**src/rtl/leg_pkg.sv**
```systemverilog
// Shared types and constants for the LEG decode stage and its opcode classifier.
package leg_pkg;

   // Byte slot that the next accepted program byte will fill.
   typedef enum logic [1:0] {
      PH_OP  = 2'd0,
      PH_A1  = 2'd1,
      PH_A2  = 2'd2,
      PH_DST = 2'd3
   } phase_t;

   // Instruction class codes. Calc and mem match opcode[5:4] directly.
   // Jump is a window that can straddle classes, so it is resolved separately.
   localparam logic [1:0] CLS_CALC = 2'b00;
   localparam logic [1:0] CLS_MEM  = 2'b01;
   localparam logic [1:0] CLS_JUMP = 2'b10;
   localparam logic [1:0] CLS_ILL  = 2'b11;

   // Operand width of the default LEG machine.
   localparam int LEG_ARG_W = 8;

   // Decoded opcode: one-hot class flags, raw immediate bits and function field.
   typedef struct packed {
      logic       imm1;
      logic       imm2;
      logic       calc;
      logic       jump;
      logic       mem;
      logic       illegal;
      logic [3:0] func;
   } dec_flags_t;

   // Complete decoded instruction as the default 8-bit machine sees it.
   typedef struct packed {
      dec_flags_t           flags;
      logic [LEG_ARG_W-1:0] arg1;
      logic [LEG_ARG_W-1:0] arg2;
      logic [LEG_ARG_W-1:0] dest;
   } leg_instr_t;

endpackage

```
**src/rtl/leg_opcode_classify.sv**
```systemverilog
// Purely combinational LEG opcode classifier: opcode byte -> class flags and function.
module leg_opcode_classify
   import leg_pkg::*;
#(
   parameter logic [5:0]  JUMP_BASE = 6'h20,
   parameter int unsigned NUM_COND  = 6,
   parameter int unsigned NUM_MEMOP = 6
) (
   input  logic [7:0] opcode,
   output dec_flags_t flags
);

   logic [6:0] low7;
   logic [6:0] jump_lo;
   logic [6:0] jump_hi;
   logic [3:0] jump_idx;
   logic [1:0] cls;

   // The jump window is compared with one spare bit so base+count cannot wrap.
   assign low7    = {1'b0, opcode[5:0]};
   assign jump_lo = {1'b0, JUMP_BASE};
   assign jump_hi = jump_lo + 7'(NUM_COND);

   // Jump index only ever spans 0..15, so the low nibbles give it modulo 16.
   assign jump_idx = opcode[3:0] - JUMP_BASE[3:0];

   // Pick one class; jump is checked first so it wins over any overlapping class.
   always_comb begin
      cls = CLS_ILL;
      if ((low7 >= jump_lo) && (low7 < jump_hi)) begin
         cls = CLS_JUMP;
      end else if (opcode[5:4] == CLS_CALC) begin
         cls = CLS_CALC;
      end else if ((opcode[5:4] == CLS_MEM) && ({1'b0, opcode[3:0]} < 5'(NUM_MEMOP))) begin
         cls = CLS_MEM;
      end
   end

   // Expand the class into one-hot flags and select the function field.
   always_comb begin
      flags         = '0;
      flags.imm1    = opcode[7];
      flags.imm2    = opcode[6];
      flags.calc    = (cls == CLS_CALC);
      flags.jump    = (cls == CLS_JUMP);
      flags.mem     = (cls == CLS_MEM);
      flags.illegal = (cls == CLS_ILL);
      flags.func    = (cls == CLS_JUMP) ? jump_idx : opcode[3:0];
   end

endmodule

```
**src/rtl/leg_decode_stage.sv**
```systemverilog
// Registered, handshaked LEG decode stage: assembles OP/A1/A2/DST bytes and
// presents the decoded instruction from a one-entry valid/ready output register.
module leg_decode_stage
   import leg_pkg::*;
#(
   parameter int unsigned DATA_W    = 8,
   parameter logic [5:0]  JUMP_BASE = 6'h20,
   parameter int unsigned NUM_COND  = 6,
   parameter int unsigned NUM_MEMOP = 6
) (
   input  logic              clk,
   input  logic              rst,
   input  logic              flush,
   input  logic              in_valid,
   output logic              in_ready,
   input  logic [DATA_W-1:0] in_byte,
   output logic              out_valid,
   input  logic              out_ready,
   output logic              out_imm1,
   output logic              out_imm2,
   output logic              out_calc,
   output logic              out_jump,
   output logic              out_mem,
   output logic              out_illegal,
   output logic [3:0]        out_func,
   output logic [DATA_W-1:0] out_arg1,
   output logic [DATA_W-1:0] out_arg2,
   output logic [DATA_W-1:0] out_dest,
   output logic [1:0]        phase
);

   phase_t            phase_q;
   phase_t            phase_nxt;
   logic [7:0]        op_q;
   logic [DATA_W-1:0] a1_q;
   logic [DATA_W-1:0] a2_q;
   logic              accept;
   logic              complete;
   dec_flags_t        dec;

   // Only the DST byte can stall, and only while an unconsumed result is held.
   assign in_ready = (phase_q != PH_DST) || !out_valid || out_ready;
   assign accept   = in_valid && in_ready;
   assign complete = accept && (phase_q == PH_DST);
   assign phase    = phase_q;

   leg_opcode_classify #(
      .JUMP_BASE (JUMP_BASE),
      .NUM_COND  (NUM_COND),
      .NUM_MEMOP (NUM_MEMOP)
   ) u_classify (
      .opcode (op_q),
      .flags  (dec)
   );

   // Byte-slot sequencing: step to the next slot on every accepted byte.
   always_comb begin
      phase_nxt = phase_q;
      if (accept) begin
         unique case (phase_q)
            PH_OP:   phase_nxt = PH_A1;
            PH_A1:   phase_nxt = PH_A2;
            PH_A2:   phase_nxt = PH_DST;
            PH_DST:  phase_nxt = PH_OP;
            default: phase_nxt = PH_OP;
         endcase
      end
   end

   // Slot state register; flush abandons any partial instruction.
   always_ff @(posedge clk) begin
      if (!rst) begin
         phase_q <= PH_OP;
      end else if (flush) begin
         phase_q <= PH_OP;
      end else begin
         phase_q <= phase_nxt;
      end
   end

   // Capture the opcode and first two operands into their holding registers.
   always_ff @(posedge clk) begin
      if (!rst) begin
         op_q <= '0;
         a1_q <= '0;
         a2_q <= '0;
      end else if (!flush && accept) begin
         unique case (phase_q)
            PH_OP:   op_q <= in_byte[7:0];
            PH_A1:   a1_q <= in_byte;
            PH_A2:   a2_q <= in_byte;
            default: ;
         endcase
      end
   end

   // Output register: load on completion, drop valid on a consumed result,
   // and keep the data fields untouched across a flush.
   always_ff @(posedge clk) begin
      if (!rst) begin
         out_valid   <= 1'b0;
         out_imm1    <= 1'b0;
         out_imm2    <= 1'b0;
         out_calc    <= 1'b0;
         out_jump    <= 1'b0;
         out_mem     <= 1'b0;
         out_illegal <= 1'b0;
         out_func    <= '0;
         out_arg1    <= '0;
         out_arg2    <= '0;
         out_dest    <= '0;
      end else if (flush) begin
         out_valid <= 1'b0;
      end else if (complete) begin
         out_valid   <= 1'b1;
         out_imm1    <= dec.imm1;
         out_imm2    <= dec.imm2;
         out_calc    <= dec.calc;
         out_jump    <= dec.jump;
         out_mem     <= dec.mem;
         out_illegal <= dec.illegal;
         out_func    <= dec.func;
         out_arg1    <= a1_q;
         out_arg2    <= a2_q;
         out_dest    <= in_byte;
      end else if (out_valid && out_ready) begin
         out_valid <= 1'b0;
      end
   end

endmodule

```
**config.mk**
```make
export PLATFORM = sky130hd
export DESIGN_NAME = leg_decode_stage
export DESIGN_NICKNAME = d
export VERILOG_FILES = /design/src/rtl/leg_pkg.sv /design/src/rtl/leg_opcode_classify.sv /design/src/rtl/leg_decode_stage.sv
export SDC_FILE = /design/constraint.sdc
export NUM_CORES = 1
export LEC_CHECK = 0
export BUFFER_PORTS_ARGS = -buffer_cell sky130_fd_sc_hd__buf_2
export CAP_MARGIN = 20
export CORE_MARGIN = 5
export CORE_UTILIZATION = 30
export DETAILED_ROUTE_END_ITERATION = 6
export PLACE_DENSITY_LB_ADDON = 0.3
export SLEW_MARGIN = 20
export SYNTH_ARGS = -nofsm -noshare
export SYNTH_HDL_FRONTEND = slang
export SYNTH_HIERARCHICAL = 1
export SYNTH_SLANG_ARGS = --single-unit
```
**constraint.sdc**
```tcl
create_clock -name clk -period 1.5 [get_ports clk]
set_input_delay 0.3 -clock clk [delete_from_list [all_inputs] [get_ports clk]]
set_output_delay 0.3 -clock clk [all_outputs]
set_load 0.005 [all_outputs]
```
==> Implementation_results.wiki <==
{| class="wikitable"
! Metric !! Value
|-
| Run status || completed
|-
| Critical Path End Type || primary output
|-
| Logic pwr share || under 10%
|-
| Worst path buffer plus inverter count || 2
|-
| Multiplexer area fraction after synthesis || roughly a quarter
|-
| Hold Violations, Final || 0
|-
| Ports || 51
|-
| Synthesized-area fraction occupied by ao, oa, aoi and oai cells || around 1.7%
|-
| Worst Reg2Reg Path Length in Cells || 6
|-
| Family of cells with the greatest summed delay on the critical path || flip-flops
|-
| Area share of xor/xnor cells in the synthesized design || 0%
|-
| Die X || approximately 100 um
|-
| Power, Total || around 3.3 mW
|-
| Via count of the first global-routing pass || ~1.8k
|-
| Placeable core region || ~8100 um2
|-
| Ant diodes || 0
|-
| Share of cells above drive strength 1 || between 20% and 30%
|-
| WS Path Type || flip-flop to primary output
|-
| Number of CTS-inserted buffers || 9
|-
| Capturing point of the worst reg2reg path || phase[1]
|-
| Upper clock frequency limit || roughly 680 MHz
|-
| Maximum number of pins on one net before global-route repair || 77
|-
| Number of design-rule violations left by the first detailed-router iteration || ~70
|-
| Number of antenna violations at the first check in global routing || 0
|-
| Startpoint class of the critical path || flip-flop
|-
| Most frequent cell on the critical path || sky130_fd_sc_hd__buf_6
|-
| Commonest cells after routing, fill and taps aside || sky130_fd_sc_hd__nand2_1, sky130_fd_sc_hd__dfxtp_1, sky130_fd_sc_hd__mux2i_1
|-
| Slowest stage cell, crit path || sky130_fd_sc_hd__dfxtp_4
|-
| Remaining routing DRC violations || 0
|-
| Total area of multi-input combinational cells || 1090 um2
|-
| Gate count after technology mapping || roughly 240
|-
| Gr ovfl total || 0
|-
| Avg Cell Area, Syn || 10.2 um2
|-
| Cell breakdown of the critical path || ha_4 -> nand3b_4 -> buf_6 -> buf_6
|-
| Hold Crit Endpoint || phase[0]
|-
| Fraction of the cycle the final worst path needs || between 90% and 100%
|-
| Final-layout fill cell count || 863
|-
| Largest family of logic cells by synthesized area || multiplexers
|-
| Critical Path AT || between 1 and 1.5 ns
|-
| Routed WL || 5260 um
|-
| Final HPWL DP || between 3000 and 4000 um
|-
| Share of the core filled with cells || 37.4%
|-
| Site row count || 33
|-
| Average vias per placed instance || 4.31
|-
| Worst hold path class || input port to flip-flop
|-
| Total Routing Usage GR || about 11%
|-
| Wire length per cell || between 10 and 15 um
|-
| Routability-driven placement congestion ratio || 0.723
|-
| Count of antenna-violating nets left after detailed routing || 0
|-
| Internal power contribution || approximately 2.6 mW
|-
| Deepest clock path buffer count || 2
|-
| Portion of total power attributed to sequential cells || roughly 50%
|-
| Standby leakage power || approximately 1.5 nW
|-
| Num Clock Sinks || just over 60
|-
| Total of endpoints with negative setup slack in the final report || 0
|-
| Net count after synthesis || around 260
|-
| Portion of the post-synthesis area used by sequential elements || about 50%
|-
| Cell area power density || 1090 nW/um2
|-
| Critical-path maximum fanout || 4
|-
| Number of detailed-routing iterations run before antenna repair || 4
|-
| Via Count || around 1.7k
|-
| Clock Pin Slew Worst Setup and Hold Paths || 0.07 ns
|-
| Post-synthesis share of cell area spent on and, or, nand and nor gates || roughly 15%
|-
| Max stage delay on crit path || 0.37 ns
|-
| Fin crit period || around 1.5 ns
|-
| Initial Util || between 30% and 40%
|-
| Relative slew slack || 78.7%
|-
| Reported max-cap violation count || 0
|-
| Crit Reg-Reg Startpoint || phase[1]
|-
| Maximum ir drop on the vdd rail || slightly below 0.6 mV
|-
| Warnings, synthesis || 6
|-
| Die ar. || around 10000 um2
|-
| Area growth, synth to finish || 22.9%
|-
| RSZ-0062 raised after global routing || true
|-
| Number of distinct library cell variants in the gate-level netlist after synthesis || 24
|-
| Number of levels in the clock H-tree || 3
|-
| Arithmetic-cell share of the synthesized area counting full adders, half adders and majority gates || 2.49%
|-
| Global-route wire length before repair || approximately 8500 um
|-
| TritonCTS clock tree || done
|-
| Clock Skew || around 0.0096 ns
|-
| Critical path required time || between 1 and 1.5 ns
|-
| Sequential Area || around 1200 um2
|-
| Clk Tree Root Cell || sky130_fd_sc_hd__clkbuf_8
|-
| Fin Setup TNS || 0 ns
|-
| Clk Latency, worst-skew pair || 0.33 ns
|-
| Post-layout nets || 307
|-
| Most common library cell in the layout ignoring fill and taps || sky130_fd_sc_hd__nand2_1
|-
| Area of the mapped netlist || between 2000 and 2500 um2
|-
| Clk network pwr share || 45.8%
|-
| Worst Hold Launch || flush
|-
| Worst Hold Depth || 3
|-
| FF-to-FF setup slack || between 0.1 and 0.15 ns
|-
| Tightest Pin Transition || between 0.3 and 0.4 ns
|-
| Sw Ratio || a little over a fifth
|-
| Height of the die || 101 um
|-
| Count of port buffers added during placement || 50
|-
| # hold bufs at CTS || 0
|-
| Switching power of the nets || ~0.70 mW
|-
| Number of flip-flops and latches in the synthesized netlist || 61
|-
| Slew Limit Fails || 0
|}
## final cells by class
class,count,share of cell area (%)
well taps,105,4.34
clock inverters,3,1.41
multi-input cells,158,36.0
clock buffers,13,5.58
flip-flops and latches,61,40.6
inverters,2,0.248
repair buffers,58,11.8
## cells by family after synthesis
kind of cell,after synthesis
AND/OR/NAND/NOR,90
adder cells (fa/ha/maj),5
AO/OA/AOI/OAI,5
flip-flops,61
multiplexers,58
buffers and inverters,23
## synthesized netlist by cell type
| library cell | instances | share of area, % |
|---|---|---|
| sky130_fd_sc_hd__a21boi_0 | 1 | 0.30 |
| sky130_fd_sc_hd__a21o_1 | 2 | 0.61 |
| sky130_fd_sc_hd__a31o_2 | 1 | 0.36 |
| sky130_fd_sc_hd__and2b_2 | 1 | 0.36 |
| sky130_fd_sc_hd__and3_1 | 3 | 0.76 |
| sky130_fd_sc_hd__and4_1 | 1 | 0.36 |
| sky130_fd_sc_hd__buf_12 | 3 | 2.4 |
| sky130_fd_sc_hd__buf_2 | 1 | 0.20 |
| sky130_fd_sc_hd__buf_4 | 9 | 2.7 |
| sky130_fd_sc_hd__buf_6 | 1 | 0.46 |
| sky130_fd_sc_hd__clkbuf_1 | 7 | 1.1 |
| sky130_fd_sc_hd__dfxtp_1 | 61 | 50 |
| sky130_fd_sc_hd__ha_1 | 4 | 2.0 |
| sky130_fd_sc_hd__inv_1 | 2 | 0.30 |
| sky130_fd_sc_hd__maj3_2 | 1 | 0.46 |
| sky130_fd_sc_hd__mux2i_1 | 58 | 24 |
| sky130_fd_sc_hd__nand2_1 | 78 | 12 |
| sky130_fd_sc_hd__nand2b_1 | 1 | 0.25 |
| sky130_fd_sc_hd__nand3_2 | 1 | 0.41 |
| sky130_fd_sc_hd__nand3b_2 | 1 | 0.46 |
| sky130_fd_sc_hd__nor2_1 | 1 | 0.15 |
| sky130_fd_sc_hd__nor2b_1 | 1 | 0.25 |
| sky130_fd_sc_hd__nor3b_1 | 2 | 0.61 |
| sky130_fd_sc_hd__o311a_1 | 1 | 0.41 |
## sequential cells by signal, indices dropped and copies added (netlist names)
register     flops
a1_q             8
a2_q             8
op_q             8
out_arg1         8
out_arg2         8
out_dest         8
out_func         4
phase            2
out_calc         1
out_illegal      1
out_imm1         1
out_imm2         1
out_jump         1
out_mem          1
out_valid        1
## power by group through the flow
stage	clock, mW	sequential (mW)	combinational, mW
after floorplan	0	1.68	0.0989
after global routing	1.61	1.65	0.153
final	1.51	1.65	0.137
after detailed placement	0	1.69	0.135
after CTS	1.54	1.65	0.139
after global placement	0	1.68	0.135
## metrics by stage
stage	setup WS (ns)	instance area, um2	instances	hold slack, ns
3_5_place_dp	-0.0268	2740	380	0.449
6_report	0.0264	3030	400	0.281
2_1_floorplan	0.174	2460	242	0.435
4_1_cts	0.00936	3020	400	0.267
5_1_grt	-0.0225	3030	400	0.280
3_3_place_gp	0.0281	2740	380	0.445
## timing repair
action                     in CTS  in global routing
pin swaps                       1                  1
setup buffers                   4                  0
gates resized for setup         9                  3
setup endpoints to repair      25                 11
## per-layer routing
layer / track usage (%) / routed length (um)
met5: 0 / 0
met4: 4.97 / 92
met3: 3.60 / 206
met2: 17.8 / 2480
met1: 12.8 / 2480
## worst min-delay path: stages
cell	delay, ns
sky130_fd_sc_hd__buf_2	0.09
sky130_fd_sc_hd__nor2b_1	0.07
sky130_fd_sc_hd__o311a_1	0.11
## worst max-delay path by stage
| stage | startpoint | end | slack, ns | cells after the start |
|---|---|---|---|---|
| 2_1_floorplan | phase[0] | a1_q[5] | 0.17 | 5 |
| 3_3_place_gp | phase[0] | a1_q[3] | 0.03 | 4 |
| 3_5_place_dp | phase[1] | a1_q[1] | -0.03 | 4 |
| 4_1_cts | phase[1] | in_ready | 0.009 | 4 |
| 5_1_grt | phase[1] | in_ready | -0.02 | 4 |
| 6_report | phase[1] | in_ready | 0.03 | 4 |
Note: power is estimated with default switching activity, not from simulation.
